## src/rtl/risc_cpu_pkg.sv

```systemverilog
`default_nettype none
// ============================================================================
// Module      : risc_cpu_pkg
// Description : Shared CPU widths, opcode encodings and instruction-assembler
//               state type.
// Revision    : 1.0 - initial release
// ============================================================================
package risc_cpu_pkg;

  localparam int c_BUS_W   = 8;
  localparam int c_INSTR_W = 16;
  localparam int c_OPC_W   = 3;

  localparam logic [c_OPC_W-1:0] c_OPC_HLT = 3'b000;
  localparam logic [c_OPC_W-1:0] c_OPC_SKZ = 3'b001;
  localparam logic [c_OPC_W-1:0] c_OPC_ADD = 3'b010;
  localparam logic [c_OPC_W-1:0] c_OPC_AND = 3'b011;
  localparam logic [c_OPC_W-1:0] c_OPC_XOR = 3'b100;
  localparam logic [c_OPC_W-1:0] c_OPC_LDA = 3'b101;
  localparam logic [c_OPC_W-1:0] c_OPC_STO = 3'b110;
  localparam logic [c_OPC_W-1:0] c_OPC_JMP = 3'b111;

  typedef enum logic [0:0] {
    ST_IDLE = 1'b0,
    ST_FILL = 1'b1
  } asm_state_t;

endpackage
`default_nettype wire

```

## src/rtl/instr_reg_asm_if.sv

```systemverilog
`default_nettype none
// ============================================================================
// Module      : instr_reg_asm_if
// Description : Beat-load request bus and assembled-instruction outputs.
// Revision    : 1.0 - initial release
// ============================================================================
interface instr_reg_asm_if
  import risc_cpu_pkg::*;
#(
  parameter int BUS_W   = c_BUS_W,
  parameter int INSTR_W = c_INSTR_W,
  parameter int OPC_W   = c_OPC_W
);

  localparam int c_BEATS = INSTR_W / BUS_W;
  localparam int c_IDX_W = $clog2(c_BEATS);

  logic                     ena;
  logic                     flush;
  logic [BUS_W-1:0]         data;
  logic [INSTR_W-1:0]       instr;
  logic [OPC_W-1:0]         opcode;
  logic [INSTR_W-OPC_W-1:0] ir_addr;
  logic                     instr_valid;
  logic                     abort;
  logic                     busy;
  logic [c_IDX_W-1:0]       beat_idx;

  modport master (
    output ena, flush, data,
    input  instr, opcode, ir_addr, instr_valid, abort, busy, beat_idx
  );

  modport slave (
    input  ena, flush, data,
    output instr, opcode, ir_addr, instr_valid, abort, busy, beat_idx
  );

endinterface
`default_nettype wire

```

## src/rtl/instr_reg_asm.sv

```systemverilog
`default_nettype none
// ============================================================================
// Module      : instr_reg_asm
// Description : Assembles a wide instruction from MSB-first bus beats in a
//               shadow buffer and publishes it atomically on the last beat.
// Revision    : 1.0 - initial release
// ============================================================================
module instr_reg_asm
  import risc_cpu_pkg::*;
#(
  parameter int BUS_W   = c_BUS_W,
  parameter int INSTR_W = c_INSTR_W,
  parameter int OPC_W   = c_OPC_W
) (
  input  logic           clk,
  input  logic           rst,
  instr_reg_asm_if.slave bus
);

  localparam int c_BEATS = INSTR_W / BUS_W;
  localparam int c_IDX_W = $clog2(c_BEATS);

  if ((INSTR_W % BUS_W != 0) || (c_BEATS < 2)) begin : g_param_check
    $error("instr_reg_asm: INSTR_W must be a multiple of BUS_W with at least two beats");
  end

  asm_state_t           r_state, w_state_nx;
  logic [c_IDX_W-1:0]   r_idx, w_idx_nx;
  logic [INSTR_W-1:0]   r_shadow, w_shadow_nx;
  logic [INSTR_W-1:0]   r_instr, w_instr_nx;
  logic                 r_valid, w_valid_nx;
  logic                 r_abort, w_abort_nx;
  logic [INSTR_W-1:0]   w_merged;

  always_ff @(posedge clk) begin
    if (!rst) begin
      r_state  <= ST_IDLE;
      r_idx    <= '0;
      r_shadow <= '0;
      r_instr  <= '0;
      r_valid  <= 1'b0;
      r_abort  <= 1'b0;
    end else begin
      r_state  <= w_state_nx;
      r_idx    <= w_idx_nx;
      r_shadow <= w_shadow_nx;
      r_instr  <= w_instr_nx;
      r_valid  <= w_valid_nx;
      r_abort  <= w_abort_nx;
    end
  end

  always_comb begin
    // Shadow with the current beat dropped into its slot; the final beat is
    // merged here too so instr can be loaded on the same edge.
    w_merged = r_shadow;
    for (int k = 0; k < c_BEATS; k++) begin
      if (r_idx == c_IDX_W'(k)) begin
        w_merged[INSTR_W-1-k*BUS_W -: BUS_W] = bus.data;
      end
    end

    w_state_nx  = r_state;
    w_idx_nx    = r_idx;
    w_shadow_nx = r_shadow;
    w_instr_nx  = r_instr;
    w_valid_nx  = 1'b0;
    w_abort_nx  = 1'b0;

    if (bus.flush) begin
      w_state_nx = ST_IDLE;
      w_idx_nx   = '0;
      w_abort_nx = (r_state == ST_FILL);
    end else begin
      case (r_state)
        ST_IDLE: begin
          if (bus.ena) begin
            w_shadow_nx = w_merged;
            w_idx_nx    = c_IDX_W'(1);
            w_state_nx  = ST_FILL;
          end
        end
        ST_FILL: begin
          if (!bus.ena) begin
            w_state_nx = ST_IDLE;
            w_idx_nx   = '0;
            w_abort_nx = 1'b1;
          end else if (r_idx == c_IDX_W'(c_BEATS - 1)) begin
            w_instr_nx = w_merged;
            w_valid_nx = 1'b1;
            w_state_nx = ST_IDLE;
            w_idx_nx   = '0;
          end else begin
            w_shadow_nx = w_merged;
            w_idx_nx    = r_idx + c_IDX_W'(1);
          end
        end
        default: begin
          w_state_nx = ST_IDLE;
          w_idx_nx   = '0;
        end
      endcase
    end
  end

  assign bus.instr       = r_instr;
  assign bus.opcode      = r_instr[INSTR_W-1 -: OPC_W];
  assign bus.ir_addr     = r_instr[INSTR_W-OPC_W-1:0];
  assign bus.instr_valid = r_valid;
  assign bus.abort       = r_abort;
  assign bus.busy        = (r_state == ST_FILL);
  assign bus.beat_idx    = r_idx;

endmodule
`default_nettype wire
```

## src/flat_wrapper.sv

```systemverilog
// flat-port wrapper written by rule: the top's interface ports become plain ports
module instr_reg_asm_flat import risc_cpu_pkg::*;
#(
  parameter int BUS_W   = c_BUS_W,
  parameter int INSTR_W = c_INSTR_W,
  parameter int OPC_W   = c_OPC_W
)
  (clk, rst, bus_ena, bus_flush, bus_data, bus_instr, bus_opcode, bus_ir_addr, bus_instr_valid, bus_abort, bus_busy, bus_beat_idx);
  instr_reg_asm_if #(.BUS_W(BUS_W), .INSTR_W(INSTR_W), .OPC_W(OPC_W)) bus_i ();
  input  logic clk;
  input  logic rst;
  input wire logic [$bits(bus_i.ena)-1:0] bus_ena;
  input wire logic [$bits(bus_i.flush)-1:0] bus_flush;
  input wire logic [$bits(bus_i.data)-1:0] bus_data;
  output wire logic [$bits(bus_i.instr)-1:0] bus_instr;
  output wire logic [$bits(bus_i.opcode)-1:0] bus_opcode;
  output wire logic [$bits(bus_i.ir_addr)-1:0] bus_ir_addr;
  output wire logic [$bits(bus_i.instr_valid)-1:0] bus_instr_valid;
  output wire logic [$bits(bus_i.abort)-1:0] bus_abort;
  output wire logic [$bits(bus_i.busy)-1:0] bus_busy;
  output wire logic [$bits(bus_i.beat_idx)-1:0] bus_beat_idx;
  assign bus_i.ena = bus_ena;
  assign bus_i.flush = bus_flush;
  assign bus_i.data = bus_data;
  assign bus_instr = bus_i.instr;
  assign bus_opcode = bus_i.opcode;
  assign bus_ir_addr = bus_i.ir_addr;
  assign bus_instr_valid = bus_i.instr_valid;
  assign bus_abort = bus_i.abort;
  assign bus_busy = bus_i.busy;
  assign bus_beat_idx = bus_i.beat_idx;
  instr_reg_asm #(.BUS_W(BUS_W), .INSTR_W(INSTR_W), .OPC_W(OPC_W)) u_core (.clk(clk), .rst(rst), .bus(bus_i));
endmodule
```

## config.mk

```make
export PLATFORM = sky130hd
export DESIGN_NAME = instr_reg_asm_flat
export DESIGN_NICKNAME = d
export VERILOG_FILES = /design/src/rtl/risc_cpu_pkg.sv /design/src/rtl/instr_reg_asm_if.sv /design/src/rtl/instr_reg_asm.sv /design/src/flat_wrapper.sv
export SDC_FILE = /design/constraint.sdc
export NUM_CORES = 1
export LEC_CHECK = 0
export ABC_AREA = 1
export CAP_MARGIN = 20
export CORE_MARGIN = 2
export CORE_UTILIZATION = 52
export CTS_CLUSTER_DIAMETER = 80
export DETAILED_ROUTE_END_ITERATION = 10
export PLACE_DENSITY = 0.85
export RECOVER_POWER = 25
export SLEW_MARGIN = 20
export SYNTH_ARGS = -nofsm -noshare
export SYNTH_HDL_FRONTEND = slang
export SYNTH_SLANG_ARGS = --single-unit
export TNS_END_PERCENT = 1
```

## constraint.sdc

```tcl
create_clock -name clk -period 2.5 [get_ports clk]
set_input_delay 0.375 -clock clk [delete_from_list [all_inputs] [get_ports clk]]
set_output_delay 0.375 -clock clk [all_outputs]
set_load 0.03 [all_outputs]
```

## Yosys cells after proc, flatten, opt, wreduce, memory -nomap -nowiden

Index checks and enable logic that the tools add are counted.

| storage, ports and cells | value |
|---|---|
| bits in registers | 36 |
| input port bits | 12 |
| output and inout bits | 36 |
| word-level logic and storage cells | 36 |

| operators by class | value |
|---|---|
| add/subtract/negate cells | 1 |
| eq/ne operators | 3 |
| mux-type cells | 18 |
| bitwise gates (word level) | 4 |
| reductions and logical operators | 4 |

Operator list:

| operator | number |
|---|---|
| $mux W16 | 3 |
| $pmux W16 S2 | 1 |
| $mux W8 | 2 |
| $mux W1 | 10 |
| $reduce_and A4 Y1 | 2 |
| $ne A2 B2 Y1 const B | 3 |
| $not A1 Y1 | 4 |
| $pmux W1 S2 | 2 |
| $reduce_or A4 Y1 | 1 |
| $reduce_or A2 Y1 | 1 |
| $add A1 B1 Y1 const B | 1 |

## Depth between registers and ports, before layout

| depth | value |
|---|---|
| word-level depth | 4 |
| mapped depth | 8 |
| mapped depth without buffers | 6 |

## Worst setup path after synthesis

Ideal clock, no wire load.

| path | value |
|---|---|
| path type | reg2reg |
| from | register u_core.r_idx (netlist: u_core.bus.beat_idx) |
| to | register u_core.r_instr[10] (netlist: u_core.bus.instr[10]) |
| setup time | 0.113 ns |
| arrival time | 1.204 ns |
| required time | 2.387 ns |
| slack | 1.182 ns |
| cell stages (with the launch flop) | 8 |
| path buffers | 2 |
| period minus slack after synthesis | 1.318 ns |
| cell sequence | dfxtp_1 > buf_6 > nand2_4 > nor2_4 > buf_4 > nand2_1 > nand2_1 > nor2_1 |

| between the ends | value |
|---|---|
| longest elaborated chain between the ends | 1 |
| elaborated cells between the ends (all ways) | 2 |
| classes of those cells | 1 x mux; 1 x reduce/logical |

RTL lines:

| item | RTL line | source |
|---|---|---|
| start: declaration | instr_reg_asm.sv:28 | `logic [c_IDX_W-1:0] r_idx, w_idx_nx;` |
| start signal: assignment | instr_reg_asm.sv:45 | `r_idx <= w_idx_nx;` |
| $reduce_and A4 Y1 (no line) / $mux W8 (equally long branches) | -- |  |
| end signal: assignment | instr_reg_asm.sv:47 | `r_instr <= w_instr_nx;` |
| end: declaration | instr_reg_asm.sv:30 | `logic [INSTR_W-1:0] r_instr, w_instr_nx;` |

Several ways; a longest one is shown, not always the timed one.
A chain may end at the register's enable or synchronous reset.

## Worst setup path in the final report

| path | value |
|---|---|
| from | input rst |
| to | register u_core.r_idx (netlist: u_core.bus.beat_idx) |

| between the ends | value |
|---|---|
| longest elaborated chain between the ends | 2 |

RTL lines:

| item | RTL line | source |
|---|---|---|
| start: declaration | flat_wrapper.sv:11 | `input logic rst;` |
| $not A1 Y1 (no line) | -- |  |
| $reduce_or A2 Y1 (no line) | -- |  |

Every way passes these cells.

==> results.tsv <==
stage	metric	value	unit
run_status	status	complete, no violations	
placed_design	place_ws	0.545	ns
detailed_routing	drt_iter0_markers	54	
timing	max_freq	511	MHz
worst_setup_path	cp-start-kind	input port	
timing	setup-tns-final	0	ns
timing	hold_ws	0.490	ns
worst_hold_path	min_path_type	flop to flop	
synth	ys_seq_elements	36	
timing	slew_violations	0	
placed_design	place_hpwl	2.40	mm
timing	fin_crit_sh	78.3	%
synth	synth_top_area_cell	dfxtp_1	
cells_and_area	drive_gt1_share	5.50	%
synth	syn_avg_cell_area	6.42	sq um
cells_and_area	final_cell_mix	nand2_1, nor2_1, clkdlybuf4s50_1, dfxtp_1, inv_1	
timing	finalSetupViolCount	0	
synth	ys_warn_count	0	
clock_tree	htreeDepth	2	
detailed_routing	drc	0	
cells_and_area	regArea	721	sq um
synth	syn_area	1800	sq um
synth	syn-num-nets	292	
clock_tree	cts.sink_count	36	
placed_design	numPortBuffers	47	
cells_and_area	fin_nets	320	
detailed_routing	antenna_left	0	
worst_setup_path	required	2.78	ns
clock_tree	clkTransAtPathRegs	0.11	ns
pwr	p_leak	1.03	nW
die	dieArea	3940	sq um
clock_tree	insertion_delay	0.34	ns
synth	synth_cell_types	17	
grt	grt.total_usage	18.0	%
pwr	power.density	499	nW/um^2
cells_and_area	multi_input_area	754	sq um
grt	grt_start_max_net_pins	35	
die	die_y	62.8	um
die	start_util	53.8	%
timing	slew_headroom	7.93	%
cells_and_area	area_growth	21.4	%
worst_setup_path	crit_slowest_cell	clkbuf_1	
clock_tree	hold_buffers	0	
die	coreArea	3340	sq um
clock_tree	cts_buffers	5	
detailed_routing	wl_per_cell	9.56	um
clock_tree	cts_tree	yes	
job	cap_viol_max_count	0	
detailed_routing	viasPerCell	4.45	
cells_and_area	fillCellCount	312	
timing	finalHoldViolCount	0	
cells_and_area	insertedDiodeCount	0	
clock_tree	post_cts_resize_count	0	
detailed_routing	drt-total-wl	3.40	mm
worst_setup_path	worstPathCellList	clkdlybuf4s50_1 > clkbuf_1 > nand3_1 > a21oi_1	
timing	finalCriticalPeriod	1.96	ns
synth	yosysTopAreaCellShare	40.1	%
die	ios	48	
worst_setup_path	critPathMaxStageDelay	1.00	ns
clock_tree	clock_path_buffers	2	
worst_setup_path	cp-end-kind	flop	
synth	yosysSeqAreaShare	40.1	%
synth	synth_cells	280	
grt	overflow	0	
detailed_routing	drt_pass1_iterations	4	
worst_setup_path	path_class	input port to flop	
synth	synth.area.top_cells	dfxtp_1, nand2_1, nor2_1, buf_4, inv_1	
worst_setup_path	path_max_fanout	34	
grt	antenna_found_initial	0	
clock_tree	cts_setup_buffers	0	
grt	grt_first_pass_wirelength	5.66	mm
cells_and_area	final_common_cell	nand2_1	
timing	fin_ws	0.542	ns
grt	grt_pass1_vias	1324	
detailed_routing	vias	1581	
die	die_x	62.8	um
die	core.rowCount	21	
worst_setup_path	arrival	2.24	ns
timing	skew	0.00631	ns
placed_design	place.gp.congestion	0.773	
pwr	peakVddDrop	0.298	mV
timing	rsz0062_at_grt	no	
timing	worst_slew_pin_slew	1.38	ns
clock_tree	cts-root-buf	clkbuf_4	
[registers in the layout (all words and copies together) (netlist names)]
register,cells
u_core.bus.instr_valid,1
u_core.bus.beat_idx,1
u_core.bus.busy,1
u_core.bus.abort,1
u_core.r_shadow,16
u_core.bus.instr,16
[path summary, 6_finish.rpt]
path	cells past startpoint	endpoint	from	slack, ns
setup / recovery	4	u_core.bus.beat_idx	rst	0.54
hold / removal	2	u_core.r_shadow[13]	u_core.r_shadow[13]	0.49
setup reg to reg	6	u_core.bus.instr[1]	u_core.bus.beat_idx	0.85
hold reg to reg	2	u_core.r_shadow[13]	u_core.r_shadow[13]	0.49
[report_power, final]
group	internal [mW]	total, mW	switching, mW
logic	0.0612	0.154	0.0932
clock network	0.134	0.331	0.197
registers	0.594	0.603	0.00885
total	0.789	1.09	0.299
[routing by layer]
metal	routed length, um	global-route usage [%]
met1	1620	23.0
met5	0	0
met4	85	9.44
met3	160	5.23
met2	1530	27.6
[cells by family after synthesis]
kind of cell    count (synthesis)  share of synthesized area (%)
simple gates                  187                           41.7
buf+inv                        56                           17.9
flops                          36                           40.1
compound gates                  1                          0.278
[cell usage after synthesis]
master,count
nor3_1,1
dfxtp_1,36
and2_1,6
inv_1,26
buf_1,2
inv_2,2
buf_6,6
nand2_4,1
nor2_2,3
a21oi_1,1
nand3_1,1
nor2_4,2
nor2_1,58
buf_2,2
buf_4,17
clkbuf_1,1
nand2_1,115
[worst max-delay path, delay by kind of cell]
family | cells | cell delay, ns
simple gates | 1 | 0.23
buf+inv | 2 | 1.45
compound gates | 1 | 0.18
[cell type report]
class,instances,area share [%]
Inverter,28,4.82
Timing Repair Buffer,49,22.1
Clock inverter,2,0.459
Sequential cell,36,33.0
Multi-Input combinational cell,188,34.6
Tap cell,46,2.64
Clock buffer,6,2.35
[metrics by stage]
step	cell area [sq um]	cells	total power, mW	util (%)
2_1_floorplan	1800	280	0.731	-
6_report	2180	355	1.09	65.4
5_1_grt	2180	355	1.15	65.4
3_5_place_dp	2120	347	0.770	63.6
4_1_cts	2180	355	1.09	65.5
3_3_place_gp	2120	347	0.766	63.6
(Power assumes the default switching activity.)
